**config.mk**
```make
export PLATFORM = sky130hd
export DESIGN_NAME = div_ctrl
export DESIGN_NICKNAME = d
export VERILOG_FILES = /design/src/rtl/div_ctrl.sv
export SDC_FILE = /design/constraint.sdc
export NUM_CORES = 1
export LEC_CHECK = 0
export ABC_AREA = 0
export CAP_MARGIN = 20
export CORE_MARGIN = 8
export CORE_UTILIZATION = 53
export CTS_BUF_LIST = sky130_fd_sc_hd__clkbuf_16
export DETAILED_ROUTE_END_ITERATION = 10
export GPL_TIMING_DRIVEN = 0
export HOLD_SLACK_MARGIN = 0.1
export PLACE_DENSITY = 0.78
export REMOVE_ABC_BUFFERS = 1
export SLEW_MARGIN = 20
export SYNTH_ARGS = -nofsm -noshare
export SYNTH_HDL_FRONTEND = slang
export SYNTH_SLANG_ARGS = --single-unit
```
**constraint.sdc**
```tcl
create_clock -name clk -period 5.1 [get_ports clk]
set_input_delay 0.765 -clock clk [delete_from_list [all_inputs] [get_ports clk]]
set_output_delay 0.765 -clock clk [all_outputs]
set_load 0.1 [all_outputs]
```
**src/rtl/div_ctrl.sv**
```systemverilog
// Multi-cycle radix-2 restoring divider sequencer (DIV/MOD/DIVU/MODU) for the EX stage.
// Optional DIV_EARLY_OUT_EN: skip iteration when |src1| < |src2| and src2 != 0.
module div_ctrl #(
  parameter int XLEN  = 32,
  parameter int TAG_W = 5
) (
  input  logic             clk,
  input  logic             reset,
  input  logic             in_valid,
  output logic             in_ready,
  input  logic [7:0]       in_op,
  input  logic [XLEN-1:0]  in_src1,
  input  logic [XLEN-1:0]  in_src2,
  input  logic [TAG_W-1:0] in_dest,
  input  logic             flush,
  output logic             busy,
  output logic             out_valid,
  input  logic             out_ready,
  output logic [XLEN-1:0]  out_result,
  output logic [TAG_W-1:0] out_dest
);

  localparam int CW = $clog2(XLEN);

  // Divide opcode encodings shared with the 3R instruction decoder
  localparam logic [7:0] OP_DIV  = 8'h30;
  localparam logic [7:0] OP_DIVU = 8'h31;
  localparam logic [7:0] OP_MOD  = 8'h32;
  localparam logic [7:0] OP_MODU = 8'h33;

  typedef enum logic [1:0] {IDLE, CALC, DONE} state_t;

  state_t           state_q;
  logic [XLEN-1:0]  rem_q, quo_q, dvs_q, src1_q;
  logic [CW-1:0]    cnt_q;
  logic             want_rem_q, quo_neg_q, rem_neg_q, div0_q;
  logic [TAG_W-1:0] dest_q;
  logic             out_valid_q;
  logic [XLEN-1:0]  out_result_q;
  logic [TAG_W-1:0] out_dest_q;

  logic             op_ok, is_signed_d, want_rem_d, s1neg_d, s2neg_d, accept, early;
  logic [XLEN-1:0]  mag1_d, mag2_d, early_res_d;
  logic [XLEN:0]    rem_sh;
  logic [XLEN:0]    sub;
  logic             borrow;
  logic [XLEN-1:0]  rem_nx, quo_nx, res_fix;

  assign in_ready   = (state_q == IDLE);
  assign busy       = (state_q != IDLE);
  assign out_valid  = out_valid_q;
  assign out_result = out_result_q;
  assign out_dest   = out_dest_q;

  always_comb begin
    op_ok       = (in_op == OP_DIV) || (in_op == OP_DIVU) ||
                  (in_op == OP_MOD) || (in_op == OP_MODU);
    is_signed_d = (in_op == OP_DIV) || (in_op == OP_MOD);
    want_rem_d  = (in_op == OP_MOD) || (in_op == OP_MODU);
    s1neg_d     = is_signed_d & in_src1[XLEN-1];
    s2neg_d     = is_signed_d & in_src2[XLEN-1];
    // Negating the most negative value wraps to itself, which is the correct unsigned magnitude
    mag1_d      = s1neg_d ? -in_src1 : in_src1;
    mag2_d      = s2neg_d ? -in_src2 : in_src2;
    accept      = in_valid & in_ready & ~flush & op_ok;
    early_res_d = want_rem_d ? in_src1 : '0;
  end

`ifdef DIV_EARLY_OUT_EN
  assign early = (mag1_d < mag2_d) && (in_src2 != '0);
`else
  assign early = 1'b0;
`endif

  // One restoring step. A set shifted-out MSB means the partial remainder already exceeds
  // the divisor, so the XLEN+1-bit subtract only decides the low-word case.
  always_comb begin
    rem_sh = {rem_q, quo_q[XLEN-1]};
    sub    = {1'b0, rem_sh[XLEN-1:0]} - {1'b0, dvs_q};
    borrow = sub[XLEN] & ~rem_sh[XLEN];
    rem_nx = borrow ? rem_sh[XLEN-1:0] : sub[XLEN-1:0];
    quo_nx = {quo_q[XLEN-2:0], ~borrow};
    if (div0_q)
      res_fix = want_rem_q ? src1_q : '1;
    else if (want_rem_q)
      res_fix = rem_neg_q ? -rem_nx : rem_nx;
    else
      res_fix = quo_neg_q ? -quo_nx : quo_nx;
  end

  always_ff @(posedge clk) begin
    if (reset) begin
      state_q      <= IDLE;
      rem_q        <= '0;
      quo_q        <= '0;
      dvs_q        <= '0;
      src1_q       <= '0;
      cnt_q        <= '0;
      want_rem_q   <= 1'b0;
      quo_neg_q    <= 1'b0;
      rem_neg_q    <= 1'b0;
      div0_q       <= 1'b0;
      dest_q       <= '0;
      out_valid_q  <= 1'b0;
      out_result_q <= '0;
      out_dest_q   <= '0;
    end else if (flush) begin
      state_q     <= IDLE;
      out_valid_q <= 1'b0;
    end else begin
      case (state_q)
        IDLE: if (accept) begin
          rem_q      <= '0;
          quo_q      <= mag1_d;
          dvs_q      <= mag2_d;
          src1_q     <= in_src1;
          cnt_q      <= CW'(XLEN - 1);
          want_rem_q <= want_rem_d;
          quo_neg_q  <= s1neg_d ^ s2neg_d;
          rem_neg_q  <= s1neg_d;
          div0_q     <= (in_src2 == '0);
          dest_q     <= in_dest;
          if (early) begin
            state_q      <= DONE;
            out_valid_q  <= 1'b1;
            out_result_q <= early_res_d;
            out_dest_q   <= in_dest;
          end else begin
            state_q <= CALC;
          end
        end
        CALC: begin
          rem_q <= rem_nx;
          quo_q <= quo_nx;
          cnt_q <= cnt_q - 1'b1;
          if (cnt_q == '0) begin
            state_q      <= DONE;
            out_valid_q  <= 1'b1;
            out_result_q <= res_fix;
            out_dest_q   <= dest_q;
          end
        end
        DONE: if (out_ready) begin
          state_q     <= IDLE;
          out_valid_q <= 1'b0;
        end
        default: state_q <= IDLE;
      endcase
    end
  end

endmodule

```
==> results_dict.tcl, run 1 <==
set metrics [dict create \
    ant_nets 0 \
    antenna_found_initial 0 \
    drt_iter0_markers 1316 \
    setup_slack_ns 0.229 \
    max_stage_delay_ns 0.44 \
    slew_violations 0 \
    tightest_slew_ns 1.05 \
    hold_class "reg -> reg" \
    ys_ff_latch 182 \
    rsz0062_at_grt "no" \
    vias 13100 \
    ys_seq_area_share_pct 28.7 \
    path_clk_slew_ns 0.08 \
    dr.pass1.iters 6 \
    hold_start "dest_q[4]" \
    routed_wl_um 38700 \
    cp.required_ns 5.42 \
    startpoint "quo_q[31]" \
    clock_path_buffers 2 \
    stdcell_count 2132 \
    clk_latency_ns 0.45 \
    pre_cts_slack_ns -0.762 \
    crit_chain "inv_2 > ha_1 > inv_1 > fa_2 > a211oi_2 > o21a_2 > a2111oi_4 > o211ai_4 > nand2_8 > mux2i_4 > ha_2 > nor3b_4 > or3b_4 > nor3_2 > nand3_1 > o31ai_1 > nand4_1 > o31ai_2 > xor2_1 > o22ai_1" \
    p_total_mw 3.23 \
    finalCriticalPeriod_ns 4.87 \
    layout.nets 1921 \
    cp_slowest_cell "or3b_4" \
    critPathBufInv 2 \
    mappedNetlistArea_um2 12700 \
    cts_hold_buf 0 \
    regToRegStartpoint "quo_q[31]" \
    relSlewSlack_pct 29.8 \
    ir_drop_mv 0.185 \
    grt_usage_pct 26.0 \
    final_util_pct 63.1 \
    synth-edff-count 0 \
    ff_latch_area_um2 3650 \
    critPathCaptureType "flip-flop" \
    overflow 0 \
    grt_max_degree 88 \
    synth_async_sr_flop_share_pct 0 \
    crit_fanout 6 \
    maxCapViolCount 0 \
    placed_cells 2086 \
    io_pins 122 \
    hpwl_um 27800 \
    place.gp.congestion 0.900 \
    max_freq_mhz 205 \
    grt_pass1_wl_um 62200 \
    setup_viol 0 \
    holdWs_ns 0.454 \
    final_area_um2 14800 \
    status "completed" \
    drive_gt1_share_pct 6.18 \
    avgViaCountPerCell 6.14 \
    timing.final.crit_share_pct 95.5 \
    leakage_nw 5.33 \
    cts.sinks 182 \
    skew_ns 0.0127 \
    rows 56 \
    io_buffers 121 \
    crit_type "reg -> reg" \
    root_buffer "clkbuf_16" \
    power.density_nw_per_um2 218 \
    die_w_um 171 \
    cts_tree "yes" \
    ys_types 79 \
    grt_pass1_vias 12100 \
    initial_utilization_pct 54.1 \
    wl_per_cell_um 18.1 \
    cts_max_level 4 \
    hold_viol_final 0 \
    cts_buffers 17 \
    setup_tns_ns 0 \
    synthCells 1752 \
    diodes 0 \
    worst_setup_path_start_kind "flip-flop" \
    cp_top_family "compound AO/OA/AOI/OAI gates" \
    core-area_um2 23500 \
    synth.avg_cell_area_um2 7.25 \
    remaining_drc_errors 0 \
    multi_input_area_um2 8510 \
    fillers 2111 \
    die-area_um2 29200 \
    synthFlopType "dfxtp_1" \
    areaGrowthSynthToFinish_pct 16.6 \
    yosysWarningCount 0 \
    arrival_ns 5.19 \
    chipHeight_um 171 \
    placed_cell_area_um2 14000 \
]
[report_power, final]
| group | internal [mW] | switching [mW] | leakage [nW] |
|---|---|---|---|
| combinational | 0.197 | 0.280 | 3.59 |
| sequential | 1.42 | 0.00234 | 1.47 |
| clock | 0.656 | 0.669 | 0.278 |
| total | 2.27 | 0.951 | 5.33 |
[sequential cells by signal (all words and copies together) (netlist names), 2 cells and up]
register / cells
out_result: 32
rem_q: 32
dvs_q: 32
quo_q: 32
cnt_q: 5
state_q: 2
dest_q: 5
src1_q: 32
out_dest: 5
[what timing repair did]
item,4_1_cts,5_1_grt
setup buffers,4,8
gates cloned,2,0
pin swaps,3,6
setup endpoints to repair,16,8
gates resized for setup,8,15
[worst register-to-register path: cells and delay by family, from the launching register on]
family,cells,cell delay [ns]
AO/OA/AOI/OAI,7,1.57
multiplexers,1,0.28
flip-flops,1,0.40
XOR/XNOR,1,0.29
AND/OR/NAND/NOR,6,1.35
adder cells (fa/ha/maj),3,0.70
buffers and inverters,2,0.16
[layout make-up]
cell class	count	share of cell area, %
repair buffers	149	9.70
clock inverters	15	1.07
multi-input cells	1391	57.5
inverters	59	1.55
flip-flops and latches	182	24.6
clock buffers	17	2.87
well taps	319	2.70
[cell families after synthesis]
kind of cell             share of synthesized area [%]
multiplexers                                      1.88
XOR/XNOR                                          8.76
flip-flops                                        28.7
buffers and inverters                             5.40
AO/OA/AOI/OAI                                     27.2
AND/OR/NAND/NOR                                   24.1
adder cells (fa/ha/maj)                           3.90
[synth_stat cells, types with 6 or more instances]
master    count  area share [%]
a211oi_1     54             3.2
a21o_1       12            0.71
a21oi_1     186             7.3
a22oi_1      20             1.2
a311oi_1     11            0.76
a31oi_1      25             1.2
and2_1        6            0.30
and4_1        6            0.41
buf_1        10            0.30
clkbuf_1    109             3.2
dfxtp_1     182              29
ha_1         38             3.7
inv_1        57             1.7
mux2_2        7            0.62
mux2i_1      16             1.3
nand2_1     244             7.2
nand2b_1     14            0.69
nand3_1      33             1.3
nand3b_1      6            0.35
nand4_1      15            0.74
nor2_1      205             6.1
nor2b_1       9            0.44
nor3_1       35             1.4
nor4_1       17            0.84
o211ai_1     11            0.65
o21ai_0      76             3.0
o21ai_1      14            0.55
o221ai_1     18             1.2
o22ai_1       6            0.30
o31ai_1      27             1.6
o41ai_1      16             1.1
or2_2         7            0.34
or3_1        32             1.6
or4_1        15            0.89
xnor2_1      75             5.2
xor2_1       52             3.6
[metal layers]
metal / share of wire (%) / routed length [um] / vias to the layer above / GRT usage [%]
li1: - / - / 6400 / -
met1: 46 / 17600 / 6071 / 34.9
met2: 45 / 17400 / 532 / 41.2
met3: 6.5 / 2510 / 83 / 3.94
met4: 2.9 / 1130 / 0 / 10.3
met5: 0 / 0 / - / 0
[placed cells by master (no fill, tap or decap), types with 7 or more instances in the layout]
cell	n
nor3_1	33
nand4_1	15
xnor2_1	75
o21ai_0	76
xor2_1	52
a211oi_1	53
or3_1	32
o221ai_1	18
o21ai_1	14
or4_1	15
a21oi_1	185
buf_2	11
o41ai_1	16
mux2_2	7
dfxtp_1	180
clkdlybuf4s50_1	120
a311oi_1	11
nor2b_1	8
o211ai_1	11
nor4_1	17
a22oi_1	20
buf_4	14
nand2b_1	13
inv_1	56
o31ai_1	26
clkbuf_16	17
nand3_1	33
nor2_1	204
a21o_1	12
mux2i_1	15
nand2_1	244
a31oi_1	25
ha_1	37
[final timing paths]
kind	endpoint	slack (ns)	depth (start not counted)
setup / recovery	out_result[26]	0.23	20
hold / removal	out_dest[4]	0.45	2
setup reg to reg	out_result[26]	0.23	20
hold reg to reg	out_dest[4]	0.45	2
(Power assumes the default switching activity.)
==> run 2, diff against run 1 <==
- GPL_ROUTABILITY_DRIVEN: not set -> 1
- SLEW_MARGIN: 20 -> 40
==> run 2 against run 1 <==
Power is 2.5% higher; sequential share of layout area is 0.082 points higher; die area stayed put; cell count is 0.52% higher; global-route usage hardly changed; via count is 1.0% higher; count of clock-buffer cells in the layout stayed put; sequential power hardly changed; critical path type unchanged; critical endpoint unchanged.
==> results_dict.tcl, run 2 (synthesis gave the netlist of run 1 again) <==
set metrics [dict create \
    status "completed" \
    areaGrowthSynthToFinish_pct 16.3 \
    dr.pass1.iters 6 \
    layout_common_cells "nand2_1 (241), nor2_1 (201), a21oi_1 (186)" \
    wl_per_cell_um 18.2 \
    met1Wirelength_um 17500 \
    drive_gt1_share_pct 9.38 \
    power.density_nw_per_um2 224 \
    hold_viol_final 0 \
    overflow 0 \
    diodes 0 \
    die_w_um 171 \
    cp.required_ns 5.42 \
    remaining_drc_errors 0 \
    grt_usage_pct 26.0 \
    ir_drop_mv 0.153 \
    initial_utilization_pct 54.1 \
    met2_wirelength_um 17800 \
    timing.final.crit_share_pct 95.6 \
    drt_iter0_markers 1186 \
    grt_pass1_wl_um 62300 \
    path_clk_slew_ns 0.07 \
    critPathBufInv 2 \
    wl_met3_um 2540 \
    cts_hold_buf 0 \
    max_freq_mhz 205 \
    leakage_nw 5.51 \
    critPathCaptureType "flip-flop" \
    cts_buffers 17 \
    skew_ns 0.0154 \
    die-area_um2 29200 \
    chipHeight_um 171 \
    relSlewSlack_pct 42.9 \
    vias 13200 \
    max_stage_delay_ns 0.44 \
    layout.nets 1932 \
    setup_tns_ns 0 \
    rows 56 \
    place.gp.congestion 0.900 \
    final_common_cell "nand2_1" \
    cts.sinks 182 \
    arrival_ns 5.20 \
    worst_setup_path_start_kind "flip-flop" \
    cp_top_family "compound AO/OA/AOI/OAI gates" \
    setup_viol 0 \
    hpwl_um 28000 \
    grt_pass1_vias 12300 \
    avgViaCountPerCell 6.17 \
    io_buffers 121 \
    crit_chain "inv_2 > ha_1 > inv_1 > fa_2 > a211oi_2 > o21a_2 > a2111oi_4 > o211ai_4 > nand2_8 > mux2i_4 > ha_2 > nor3b_4 > or3b_4 > nor3_2 > nand3_1 > o31ai_1 > nand4_1 > o31ai_2 > xor2_1 > o22ai_1" \
    crit_fanout 6 \
    maxCapViolCount 0 \
    highest_layer "met4" \
    hold_class "reg -> reg" \
    root_buffer "clkbuf_16" \
    p_total_mw 3.30 \
    antenna_found_initial 0 \
    clock_path_buffers 2 \
    grt_max_degree 75 \
    cts_max_level 4 \
    ant_nets 0 \
    finalCriticalPeriod_ns 4.87 \
    routed_wl_um 39000 \
    tightest_slew_ns 0.835 \
    cp_slowest_cell "or3b_4" \
    io_pins 122 \
    slew_violations 0 \
    crit_type "reg -> reg" \
    clk_latency_ns 0.44 \
    core-area_um2 23500 \
    cts_tree "yes" \
]
[run 2: cell types whose count changed in the layout (fill, tap and decap cells not counted), moves of 3 or more]
| cell | before | now |
|---|---|---|
| nor2_1 | 204 | 201 |
| nand2_1 | 244 | 241 |
| clkdlybuf4s50_1 | 120 | 80 |
| nand2_2 | 0 | 3 |
| buf_2 | 11 | 57 |
| buf_4 | 14 | 17 |
[run 2: per-layer routing]
| layer | track usage, % | vias up |
|---|---|---|
| met3 | 3.89 | 80 |
| met1 | 34.6 | 6235 |
| met2 | 42.2 | 486 |
| met4 | 9.08 | 0 |
| li1 | - | 6417 |
| met5 | 0 | - |
[run 2: per-stage QoR]
stage | setup WS, ns | hold WS (ns) | cell area (um^2) | cells | utilization (%)
floorplan | -6.15 | 0.426 | 12200 | 1630 | -
global placement | -11.88 | 0.440 | 13800 | 2070 | 59.0
detailed placement | -0.769 | 0.441 | 13900 | 2092 | 59.1
CTS | 0.00937 | 0.452 | 14600 | 2128 | 62.1
global route | -0.0198 | 0.473 | 14800 | 2143 | 62.9
finish | 0.225 | 0.452 | 14800 | 2143 | 62.9
[run 2: cell type report]
type                    count  area (um^2)
multi-input cells        1392         8550
well taps                 319          399
inverters                  59          229
clock inverters            15          190
repair buffers            159         1320
flip-flops and latches    182         3650
fillers                  2137         8710
clock buffers              17          425
[run 2: timing repair]
action / in CTS / in global routing
setup endpoints to repair: 15 / 8
endpoints found under the hold margin: 0 / 0
buffers inserted: 3 / 13
gates cloned: 1 / 2
resized for setup: 9 / 15
pin swaps: 2 / 6
[run 2: path summary, 6_finish.rpt]
| check | depth (start not counted) | slack, ns | endpoint | start |
|---|---|---|---|---|
| worst max register to register | 20 | 0.23 | out_result[26] | quo_q[31] |
| worst min register to register | 2 | 0.45 | out_result[1] | out_result[1] |
| worst max-delay path | 20 | 0.23 | out_result[26] | quo_q[31] |
| worst min-delay path | 2 | 0.45 | out_result[1] | out_result[1] |
[run 2: power by group]
part	internal [mW]	switching, mW
Sequential	1.42	0.00236
Combinational	0.205	0.285
Clock	0.747	0.644
Total	2.37	0.931
[run 2: tightest hold or removal path: stages, from the launching register on]
cell and delay (ns):
dfxtp_1 0.31, nand2_1 0.05, a21oi_1 0.05
